===== config.mk =====
export PLATFORM = sky130hd
export DESIGN_NAME = wb_arbiter
export DESIGN_NICKNAME = d
export VERILOG_FILES = /design/src/rtl/wb_arb_pkg.sv /design/src/rtl/wb_arbiter_fifo.sv /design/src/rtl/wb_arbiter.sv
export SDC_FILE = /design/constraint.sdc
export NUM_CORES = 1
export LEC_CHECK = 0
export CAP_MARGIN = 20
export CORE_MARGIN = 3
export CORE_UTILIZATION = 28
export DETAILED_ROUTE_END_ITERATION = 10
export PLACE_DENSITY = 0.55
export SLEW_MARGIN = 25
export SYNTH_ARGS = -nofsm -noshare
export SYNTH_HDL_FRONTEND = slang
export SYNTH_SLANG_ARGS = --single-unit

===== constraint.sdc =====
create_clock -name i_clk -period 7.24 [get_ports i_clk]
set_clock_uncertainty 0.05 [all_clocks]
set_input_delay 1.448 -clock i_clk [delete_from_list [all_inputs] [get_ports i_clk]]
set_output_delay 1.448 -clock i_clk [all_outputs]
set_load 0.005 [all_outputs]

===== src/rtl/wb_arb_pkg.sv =====
// ---------------------------------------------------------------------------
// wb_arb_pkg
//   Shared types for the write-back arbiter: the queued request record, the
//   grant encoding and a register one-hot decode helper.
// ---------------------------------------------------------------------------
package wb_arb_pkg;

  localparam logic [4:0] REG_ZERO = 5'd0;

  typedef struct packed {
    logic [4:0]  addr;
    logic [31:0] data;
  } wb_req_t;

  typedef enum logic [1:0] {
    GNT_NONE,
    GNT_A,
    GNT_B
  } grant_e;

  function automatic logic [31:0] reg_onehot(input logic [4:0] r);
    return 32'd1 << r;
  endfunction

endpackage


===== src/rtl/wb_arbiter_fifo.sv =====
// ---------------------------------------------------------------------------
// wb_fifo
//   Small per-requester write FIFO. Besides push/pop/head it exposes every
//   slot in age order (index 0 = head/oldest) with a valid bit, so the parent
//   can build the pending-write vector and forwarding results.
//
//   Optional: WB_FWD_EN adds the o_ent_data view used for forwarding.
//
//   Ports:
//     i_clk, i_rst      clock, synchronous active-high reset
//     i_push, i_req     enqueue request (ignored when full)
//     i_pop             dequeue head (ignored when empty)
//     o_full, o_empty   occupancy flags
//     o_head            oldest entry
//     o_ent_addr/vld    all slots in age order, with valid bits
//     o_ent_data        slot data in age order (WB_FWD_EN only)
// ---------------------------------------------------------------------------
module wb_fifo
  import wb_arb_pkg::*;
#(
  parameter int DEPTH = 2
) (
  input  logic             i_clk,
  input  logic             i_rst,
  input  logic             i_push,
  input  wb_req_t          i_req,
  input  logic             i_pop,
  output logic             o_full,
  output logic             o_empty,
  output wb_req_t          o_head,
  output logic [4:0]       o_ent_addr [DEPTH],
  output logic [DEPTH-1:0] o_ent_vld
`ifdef WB_FWD_EN
  ,
  output logic [31:0]      o_ent_data [DEPTH]
`endif
);

  localparam int AW = $clog2(DEPTH);

  // Pointers carry one extra wrap bit so full and empty are distinguishable.
  logic [AW:0] wr_ptr;
  logic [AW:0] rd_ptr;
  logic [AW:0] count;
  wb_req_t     mem [DEPTH];

  logic do_push;
  logic do_pop;

  assign o_empty = (wr_ptr == rd_ptr);
  assign o_full  = (wr_ptr[AW] != rd_ptr[AW]) &&
                   (wr_ptr[AW-1:0] == rd_ptr[AW-1:0]);
  assign count   = wr_ptr - rd_ptr;
  assign do_push = i_push && !o_full;
  assign do_pop  = i_pop && !o_empty;

  // NOTE: sequential state uses non-blocking (<=) so every flop samples the
  // pre-edge values; blocking here would create order-dependent races.
  always_ff @(posedge i_clk) begin
    if (i_rst) begin
      wr_ptr <= '0;
      rd_ptr <= '0;
    end else begin
      if (do_push) wr_ptr <= wr_ptr + 1'b1;
      if (do_pop)  rd_ptr <= rd_ptr + 1'b1;
    end
  end

  // NOTE: storage is deliberately not reset; slot contents are only observed
  // through valid bits derived from the (reset) pointers.
  always_ff @(posedge i_clk) begin
    if (do_push) mem[wr_ptr[AW-1:0]] <= i_req;
  end

  assign o_head = mem[rd_ptr[AW-1:0]];

  for (genvar g = 0; g < DEPTH; g++) begin : g_view
    logic [AW-1:0] idx;
    assign idx           = rd_ptr[AW-1:0] + AW'(g);
    assign o_ent_addr[g] = mem[idx].addr;
    assign o_ent_vld[g]  = (count > (AW+1)'(g));
`ifdef WB_FWD_EN
    assign o_ent_data[g] = mem[idx].data;
`endif
  end

endmodule


===== src/rtl/wb_arbiter.sv =====
// ---------------------------------------------------------------------------
// wb_arbiter
//   Shares the register-file write port between port A (ALU commit) and
//   port B (LSU load return). Each port feeds a FIFO; one head is drained per
//   cycle. B normally wins, but A is forced through after being denied
//   STARVE_MAX consecutive cycles. o_pend_vec flags every register that still
//   has a queued write so hazard logic can stall on it.
//
//   Optional: define WB_FWD_EN to add two forwarding probes that return the
//   youngest queued data for a register.
//
//   Ports:
//     i_clk, i_rst                 clock, synchronous active-high reset
//     i_a_valid/addr/data, o_a_ready   port A request handshake
//     i_b_valid/addr/data, o_b_ready   port B request handshake
//     o_rd_wren/addr/data          register-file write port
//     o_pend_vec                   bit r set while a queued entry targets xr
//     o_idle                       both FIFOs empty
//     i_fwdN_addr, o_fwdN_hit/data forwarding probes (WB_FWD_EN only)
// ---------------------------------------------------------------------------
module wb_arbiter
  import wb_arb_pkg::*;
#(
  parameter int FIFO_DEPTH = 2,
  parameter int STARVE_MAX = 4
) (
  input  logic        i_clk,
  input  logic        i_rst,
  input  logic        i_a_valid,
  input  logic [4:0]  i_a_addr,
  input  logic [31:0] i_a_data,
  output logic        o_a_ready,
  input  logic        i_b_valid,
  input  logic [4:0]  i_b_addr,
  input  logic [31:0] i_b_data,
  output logic        o_b_ready,
  output logic        o_rd_wren,
  output logic [4:0]  o_rd_addr,
  output logic [31:0] o_rd_data,
  output logic [31:0] o_pend_vec,
  output logic        o_idle
`ifdef WB_FWD_EN
  ,
  input  logic [4:0]  i_fwd1_addr,
  input  logic [4:0]  i_fwd2_addr,
  output logic        o_fwd1_hit,
  output logic [31:0] o_fwd1_data,
  output logic        o_fwd2_hit,
  output logic [31:0] o_fwd2_data
`endif
);

  localparam int              SW         = $clog2(STARVE_MAX + 1);
  localparam logic [SW-1:0]   STARVE_LIM = SW'(STARVE_MAX);

  wb_req_t a_req, b_req, a_head, b_head;
  logic    a_full, a_empty, b_full, b_empty;
  logic    a_push, b_push, a_pop, b_pop;
  grant_e  grant;
  logic [SW-1:0] starve_cnt;
  logic [31:0]   pend_raw;

  logic [4:0]            a_ent_addr [FIFO_DEPTH];
  logic [4:0]            b_ent_addr [FIFO_DEPTH];
  logic [FIFO_DEPTH-1:0] a_ent_vld, b_ent_vld;
`ifdef WB_FWD_EN
  logic [31:0]           a_ent_data [FIFO_DEPTH];
  logic [31:0]           b_ent_data [FIFO_DEPTH];
`endif

  assign a_req = '{addr: i_a_addr, data: i_a_data};
  assign b_req = '{addr: i_b_addr, data: i_b_data};

  // Ready is a pure function of stored occupancy: a same-cycle pop never
  // opens space for a push.
  assign o_a_ready = !a_full;
  assign o_b_ready = !b_full;

  // x0 writes complete the handshake but are dropped here.
  assign a_push = i_a_valid && !a_full && (i_a_addr != REG_ZERO);
  assign b_push = i_b_valid && !b_full && (i_b_addr != REG_ZERO);

  wb_fifo #(.DEPTH(FIFO_DEPTH)) u_fifo_a (
    .i_clk      (i_clk),
    .i_rst      (i_rst),
    .i_push     (a_push),
    .i_req      (a_req),
    .i_pop      (a_pop),
    .o_full     (a_full),
    .o_empty    (a_empty),
    .o_head     (a_head),
    .o_ent_addr (a_ent_addr),
    .o_ent_vld  (a_ent_vld)
`ifdef WB_FWD_EN
    ,
    .o_ent_data (a_ent_data)
`endif
  );

  wb_fifo #(.DEPTH(FIFO_DEPTH)) u_fifo_b (
    .i_clk      (i_clk),
    .i_rst      (i_rst),
    .i_push     (b_push),
    .i_req      (b_req),
    .i_pop      (b_pop),
    .o_full     (b_full),
    .o_empty    (b_empty),
    .o_head     (b_head),
    .o_ent_addr (b_ent_addr),
    .o_ent_vld  (b_ent_vld)
`ifdef WB_FWD_EN
    ,
    .o_ent_data (b_ent_data)
`endif
  );

  // NOTE: every combinational output gets a default before any branch, so no
  // path leaves it unassigned and no latch is inferred.
  always_comb begin
    grant = GNT_NONE;
    if (!a_empty && !b_empty) begin
      grant = (starve_cnt == STARVE_LIM) ? GNT_A : GNT_B;
    end else if (!a_empty) begin
      grant = GNT_A;
    end else if (!b_empty) begin
      grant = GNT_B;
    end
  end

  assign a_pop = (grant == GNT_A);
  assign b_pop = (grant == GNT_B);

  // Counts consecutive cycles A waits with data queued; saturating keeps the
  // forced grant asserted until A actually wins.
  always_ff @(posedge i_clk) begin
    if (i_rst) begin
      starve_cnt <= '0;
    end else if (!a_empty && grant != GNT_A) begin
      if (starve_cnt != STARVE_LIM) starve_cnt <= starve_cnt + 1'b1;
    end else begin
      starve_cnt <= '0;
    end
  end

  always_comb begin
    o_rd_wren = 1'b0;
    o_rd_addr = REG_ZERO;
    o_rd_data = '0;
    if (!i_rst) begin
      case (grant)
        GNT_A: begin
          o_rd_wren = 1'b1;
          o_rd_addr = a_head.addr;
          o_rd_data = a_head.data;
        end
        GNT_B: begin
          o_rd_wren = 1'b1;
          o_rd_addr = b_head.addr;
          o_rd_data = b_head.data;
        end
        default: ;
      endcase
    end
  end

  always_comb begin
    pend_raw = '0;
    for (int i = 0; i < FIFO_DEPTH; i++) begin
      if (a_ent_vld[i]) pend_raw |= reg_onehot(a_ent_addr[i]);
      if (b_ent_vld[i]) pend_raw |= reg_onehot(b_ent_addr[i]);
    end
  end

  // Outputs read as the reset state while i_rst is held, even though the
  // FIFOs only clear at the edge.
  assign o_pend_vec = i_rst ? '0 : pend_raw;
  assign o_idle     = i_rst || (a_empty && b_empty);

`ifdef WB_FWD_EN
  logic [4:0]  fwd_addr [2];
  logic        fwd_hit  [2];
  logic [31:0] fwd_data [2];

  assign fwd_addr[0] = i_fwd1_addr;
  assign fwd_addr[1] = i_fwd2_addr;

  // Slots are scanned oldest to youngest so the last match is the youngest.
  // Queued A and B never target the same register, so port order is moot.
  always_comb begin
    for (int p = 0; p < 2; p++) begin
      fwd_hit[p]  = 1'b0;
      fwd_data[p] = '0;
      for (int i = 0; i < FIFO_DEPTH; i++) begin
        if (a_ent_vld[i] && a_ent_addr[i] == fwd_addr[p]) begin
          fwd_hit[p]  = 1'b1;
          fwd_data[p] = a_ent_data[i];
        end
      end
      for (int i = 0; i < FIFO_DEPTH; i++) begin
        if (b_ent_vld[i] && b_ent_addr[i] == fwd_addr[p]) begin
          fwd_hit[p]  = 1'b1;
          fwd_data[p] = b_ent_data[i];
        end
      end
      if (i_rst || fwd_addr[p] == REG_ZERO) begin
        fwd_hit[p]  = 1'b0;
        fwd_data[p] = '0;
      end
    end
  end

  assign o_fwd1_hit  = fwd_hit[0];
  assign o_fwd1_data = fwd_data[0];
  assign o_fwd2_hit  = fwd_hit[1];
  assign o_fwd2_data = fwd_data[1];
`endif

endmodule

# Word level (Yosys, flattened, before mapping)
# Memories as Yosys holds them, arrays and structs flattened. A register that Yosys moved wholly into a read port is not among the register bits.
# Cells that the tools add are included.
# op_classes
muxes	23
addsub	9
n_reduce_logical	22
div_mod_pow	0
n_bitwise	4
n_mul	0
shift	4
n_eq_ne	11
magnitude_cmp	4
# op_table
operator	n
2-to-1 mux 32 bit	6
left shift 1 x 5 -> 32 bit, first input constant	4
bitwise OR 32 bit	3
one-hot mux 32 bit (2 select lines)	1
logical AND 1 bit	13
2-to-1 mux 1 bit	10
one-hot mux 5 bit (2 select lines)	1
nonzero test 5 bit	2
adder 2 x 1 -> 2 bit, second input constant	4
greater-than comparator 2 x 1 -> 1 bit, second input constant	4
2-to-1 mux 2 bit	4
2-to-1 mux 5 bit	1
== test 2 bit	2
logical NOT 1 bit	4
OR reduction 2 bit	2
subtractor 2 bit	2
adder 3 x 1 -> 3 bit, second input constant	1
== test 3 bit, second input constant	1
inequality test 3 bit, second input constant	1
adder 1 bit, second input constant	2
== test 1 bit	2
== test 2 x 1 -> 1 bit, second input constant	1
== test 2 bit, second input constant	1
inequality test 1 bit	2
3 further kinds	3
# totals
out_inout_bits	73
n_memories	2
input_bits	78
latch_bits	0
rom_bits	0
ram_bits	148
reg_bits	11
word_cells	84
# mem_list
name	depth	word_bits	read_ports	rd_ports_with_merged_regs	wr	line	source
u_fifo_a.mem	2	37	2	1	1	wb_arbiter_fifo.sv:45	wb_req_t mem [DEPTH];
u_fifo_b.mem	2	37	2	1	1	wb_arbiter_fifo.sv:45	

# Logic depth before layout (Yosys ltp)
# logic_depth
depth_word	10
ltp_mapped	9
mapped_depth_nobuf	6

# By module
# A second synthesis with hierarchy kept.
# hier_totals
cells_unflattened	650
area_unflattened_um2	8590.7
# modules_own_cells
mod	area_each_um2	cells_each	seq_area_each_um2	instances
wb_fifo	3071.7	165	2322.2	2
wb_arbiter	2447.3	320	60.1	1

# Worst setup path after synthesis
# Ideal clock, no wire load.
# synth_timing
path_kind	in2reg
start	input port i_a_addr[0]
end	memory u_fifo_a.mem[0][0] (netlist name) (enable)
required_ns	6.759
slack_ns	3.420
n_path_buf	0
t_arrival_ns	3.339
stages	3
setup_time_ns	0.431
cell_sequence	or4_1 -> o221ai_1 -> nor2_1
# synth_between
elab_chain_len	5
# synth_rtl
element	line	source
from (decl)	wb_arbiter.sv:30	input logic [4:0] i_a_addr,
nonzero test 5 bit	wb_arbiter.sv:80	assign a_push = i_a_valid && !a_full && (i_a_addr != REG_ZERO);
logical AND 1 bit	wb_arbiter.sv:80	
logical AND 1 bit	wb_arbiter_fifo.sv:54	assign do_push = i_push && !o_full;
2-to-1 mux 1 bit	wb_arbiter_fifo.sv:72	if (do_push) mem[wr_ptr[AW-1:0]] <= i_req;
2-to-1 mux 1 bit (implied by the code)	wb_arbiter_fifo.sv:72	
to (decl)	wb_arbiter_fifo.sv:45	
# Every way passes these cells.

# Worst setup path in the final report
# layout_timing
start	register u_fifo_b.rd_ptr[0]
end	output port o_rd_data[25]
# layout_between
elab_chain_len	7
word_cells_on_any_way	10
classes_between	eq/ne (3); mux (5); reduce/logical (2)
# layout_rtl
element	line	source
from (decl)	wb_arbiter_fifo.sv:43	logic [AW:0] rd_ptr;
from (signal assigned)	wb_arbiter_fifo.sv:65	if (do_pop) rd_ptr <= rd_ptr + 1'b1;
== test 2 bit (*)	wb_arbiter_fifo.sv:50	assign o_empty = (wr_ptr == rd_ptr);
2-to-1 mux 2 bit / logical NOT 1 bit (equally long branches)	wb_arbiter.sv:125, wb_arbiter.sv:121	
2-to-1 mux 2 bit / logical AND 1 bit (equally long branches)	wb_arbiter.sv:123, wb_arbiter.sv:121	
2-to-1 mux 2 bit (*)	wb_arbiter.sv:121	if (!a_empty && !b_empty) begin
== test 2 bit / == test 2 x 1 -> 1 bit (equally long branches)	wb_arbiter.sv:150	case (grant)
one-hot mux 32 bit (2 select lines) (*)	wb_arbiter.sv:150	
2-to-1 mux 32 bit (*)	wb_arbiter.sv:149	if (!i_rst) begin
to (decl)	wb_arbiter.sv:39	output logic [31:0] o_rd_data,
# Every way passes the cells marked *; elsewhere a longest branch is shown, timed or not.

==> impl_metrics.env <==
export IMPL_status="finished with violations"
export IMPL_violations="design-rule violations"
export IMPL_ys_seq_area_share_pct=55.18
export IMPL_die_w_um=180.5
export IMPL_synth_seq_cells=161
export IMPL_power_density_mw_per_mm2=368.6
export IMPL_pwr_share_clk_pct=23.0
export IMPL_synth_cell_type_count=54
export IMPL_final_hold_violation_count=0
export IMPL_leakagePower_uw=0.003347
export IMPL_dr_total_vias=6451
export IMPL_antenna_found_initial=4
export IMPL_syn_num_nets=793
export IMPL_netlist_area_mm2=0.008526
export IMPL_num_antenna_cells=0
export IMPL_clk_latency_ps=410
export IMPL_area_growth_pct=29.16
export IMPL_synthAdderAreaFrac_pct=0.5870
export IMPL_die_h_um=180.5
export IMPL_viasPerCell=5.219
export IMPL_synth_mux_area_share_pct=10.29
export IMPL_drive_above_1_share_pct=10.05
export IMPL_critPathKind="reg2out"
export IMPL_dp_hpwl_um=17270
export IMPL_first_pass_iters=9
export IMPL_m1WireLength_um=10600
export IMPL_seqCellArea_mm2=0.004707
export IMPL_fin_setup_tns_ps=0
export IMPL_cp_start_kind="flip-flop"
export IMPL_grt_start_max_net_pins=45
export IMPL_globalRoute_totalOverflow=0
export IMPL_worst_path_max_delay_cell="a21oi_4"
export IMPL_rows=63
export IMPL_layout_nets=916
export IMPL_die_area_mm2=0.03258
export IMPL_ios=151
export IMPL_cts_tree="yes"
export IMPL_nFillCells=2903
export IMPL_critPathArrivalTime_ps=3760
export IMPL_internal_power_uw=2477
export IMPL_synthArstFlopShare_pct=0
export IMPL_initial_core_util_pct=28.61
export IMPL_gp_congestion=0.8844
export IMPL_grt_pass1_vias=6409
export IMPL_grt_first_pass_wirelength_um=37830
export IMPL_peakVddDrop_v=0.0001761
export IMPL_fin_crit_ps=5254
export IMPL_p_sw_share_pct=38.97
export IMPL_grt_usage_pct=14.74
export IMPL_syn_inst=711
export IMPL_fin_ws_ps=1986
export IMPL_drv_slew=0
export IMPL_port_buffers=150
export IMPL_ctsResizeCount=0
export IMPL_top_layer="met5"
export IMPL_drt_initial_drc_count=773
export IMPL_synth_simple_area_share_pct=15.41
export IMPL_ant_nets=0
export IMPL_h_tree_depth=4
export IMPL_cp_max_fo=42
export IMPL_synth_edf_count=148
export IMPL_drt_wl_total_um=24830
export IMPL_crit_chain="ha_1 -> and2_2 -> a21oi_4 -> buf_16 -> o21a_1 -> clkdlybuf4s50_1"
export IMPL_setup_viol=0
export IMPL_multi_input_area_mm2=0.003517
export IMPL_drc=1
export IMPL_endpoint_kind="primary output"
export IMPL_synthXorXnorAreaFrac_pct=1.071
export IMPL_numCtsBuffers=17
export IMPL_post_dp_cell_area_mm2=0.01037
export IMPL_synth_top_family_by_area="simple AND/OR/NAND/NOR gates"
export IMPL_synth_warning_count=0
export IMPL_wl_met3_um=1979
export IMPL_cts_clk_slew_worst_paths_ps=70
export IMPL_drv_cap=0
export IMPL_postCtsSetupBuffers=0
export IMPL_coreArea_mm2=0.02980
export IMPL_p_seq_share_pct=32.2
export IMPL_synth_compound_area_share_pct=13.16
export IMPL_p_switching_uw=1582
export IMPL_cts_sinks=161
export IMPL_dp_slack_ps=2077
export IMPL_worst_path_largest_cell_delay_ps=700
export IMPL_relSlewSlack_pct=36.55
export IMPL_period_share_pct=72.57
export IMPL_p_comb_share_pct=44.7
export IMPL_ctsHoldBuffers=0
export IMPL_synth_avg_cell_area_um2=11.99
export IMPL_design_area_mm2=0.01101
export IMPL_met2_length_um=11660
export IMPL_clock_path_buffers=2
export IMPL_tightest_slew_ps=951.7
export IMPL_root_buffer="clkbuf_16"
export IMPL_wl_per_cell_um=20.09
export IMPL_critPathRequiredTime_ps=5740
export IMPL_rsz0062_at_grt="false"
export IMPL_clock_fmax_ghz=0.1903
export IMPL_hp_class="reg2reg"
export IMPL_synthFlopType="edfxtp_1"
[layout make-up]
| class | count | share of cell area (%) |
|---|---|---|
| clock inverter | 14 | 1.716 |
| inverter | 9 | 0.3068 |
| timing repair buffer | 162 | 15.00 |
| clock buffer | 17 | 3.863 |
| sequential | 161 | 42.75 |
| tap | 390 | 4.431 |
| multi-input combinational | 483 | 31.94 |
[path summary, 6_finish.rpt]
path	startpoint	to	slack (ps)	depth (start not counted)
worst max-delay path	u_fifo_b.rd_ptr[0]	o_rd_data[25]	1990	6
worst min-delay path	starve_cnt[0]	starve_cnt[0]	410	1
worst min register to register	starve_cnt[0]	starve_cnt[0]	410	1
worst max register to register	u_fifo_b.rd_ptr[0]	u_fifo_b.mem[0][28]	4280	5
[power groups by stage]
stage | registers [µW] | clock network [µW] | logic (µW)
global route | 1330 | 1000 | 1950
detailed placement | 1330 | 0 | 1790
finish | 1310 | 935 | 1820
global placement | 1320 | 0 | 1790
CTS | 1310 | 960 | 1800
floorplan | 1250 | 0 | 1210
[cell usage in the layout (no fill, tap or decap), drive strengths merged, types with 5 or more instances in the layout]
cell type      netlist  final
inv                  9     18
or3                  8      8
a41oi               11     11
o31ai                5      5
buf                 30     12
a32oi               23     23
a31oi               19     19
nand2b              13     13
or3b                 7      7
edfxtp             148    148
o21ai               17     17
clkdlybuf4s50        0    150
o21a                37     37
xnor2                5      5
nor2                13     13
dfxtp               13     13
nand3               85     85
mux2                 5      5
nand2               11     11
clkbuf              28     17
mux2i               82     82
nand3b              14     14
nor3                76     76
a21oi               19     19
[critical path, delay by kind of cell, from the launching register on]
family / cells / cell delay [ps]
AOI/OAI and AO/OA: 2 / 850
buffers and inverters: 2 / 730
DFF: 1 / 680
and+or+nand+nor: 1 / 550
adders and majority gates: 1 / 510
[kinds of logic after synthesis]
group,Yosys count
simple gates,241
buf+inv,67
flops,161
fa+ha+maj,4
compound gates,144
xor+xnor,7
mux,87
[through the flow]
| step | hold WS (ps) | total power (µW) | instances | utilization [%] |
|---|---|---|---|---|
| floorplan | 367.3 | 2462 | 711 | - |
| CTS | 400.4 | 4073 | 1235 | 36.86 |
| finish | 406.6 | 4059 | 1236 | 36.96 |
| detailed placement | 390.2 | 3123 | 1204 | 34.80 |
| global placement | 383.9 | 3114 | 1202 | 34.62 |
| global route | 438.0 | 4284 | 1236 | 36.96 |
[Yosys cell counts, types with 7 or more instances]
cell type	count	share of area (%)
edfxtp_1	148	52
inv_1	8	0.35
o21a_1	37	3.3
clkbuf_1	27	1.2
nand2b_1	13	0.95
or3_1	7	0.51
nand2_1	11	0.48
a31oi_1	19	1.4
mux2i_1	82	9.6
buf_2	18	1.1
a21oi_1	17	1.0
nand3_1	85	5.0
o21ai_1	11	0.65
dfxtp_1	13	3.1
buf_6	7	0.92
nor2_1	11	0.48
nor3_1	76	4.5
nand3b_1	14	1.2
a32oi_1	23	2.4
[sequential cells by signal (all words and copies together) (netlist names), named ones only]
| signal | cells |
|---|---|
| starve_cnt | 3 |
| u_fifo_a.mem | 74 |
| u_fifo_a.rd_ptr | 2 |
| u_fifo_a.wr_ptr | 2 |
| u_fifo_b.mem | 74 |
| u_fifo_b.rd_ptr | 2 |
| u_fifo_b.wr_ptr | 2 |
[routing by layer]
metal,up-vias,track usage (%)
li1,3048,-
met1,3083,18.63
met2,268,24.25
met3,44,4.683
met4,8,4.452
met5,-,0
No activity file was read; power rests on OpenSTA's default activity.
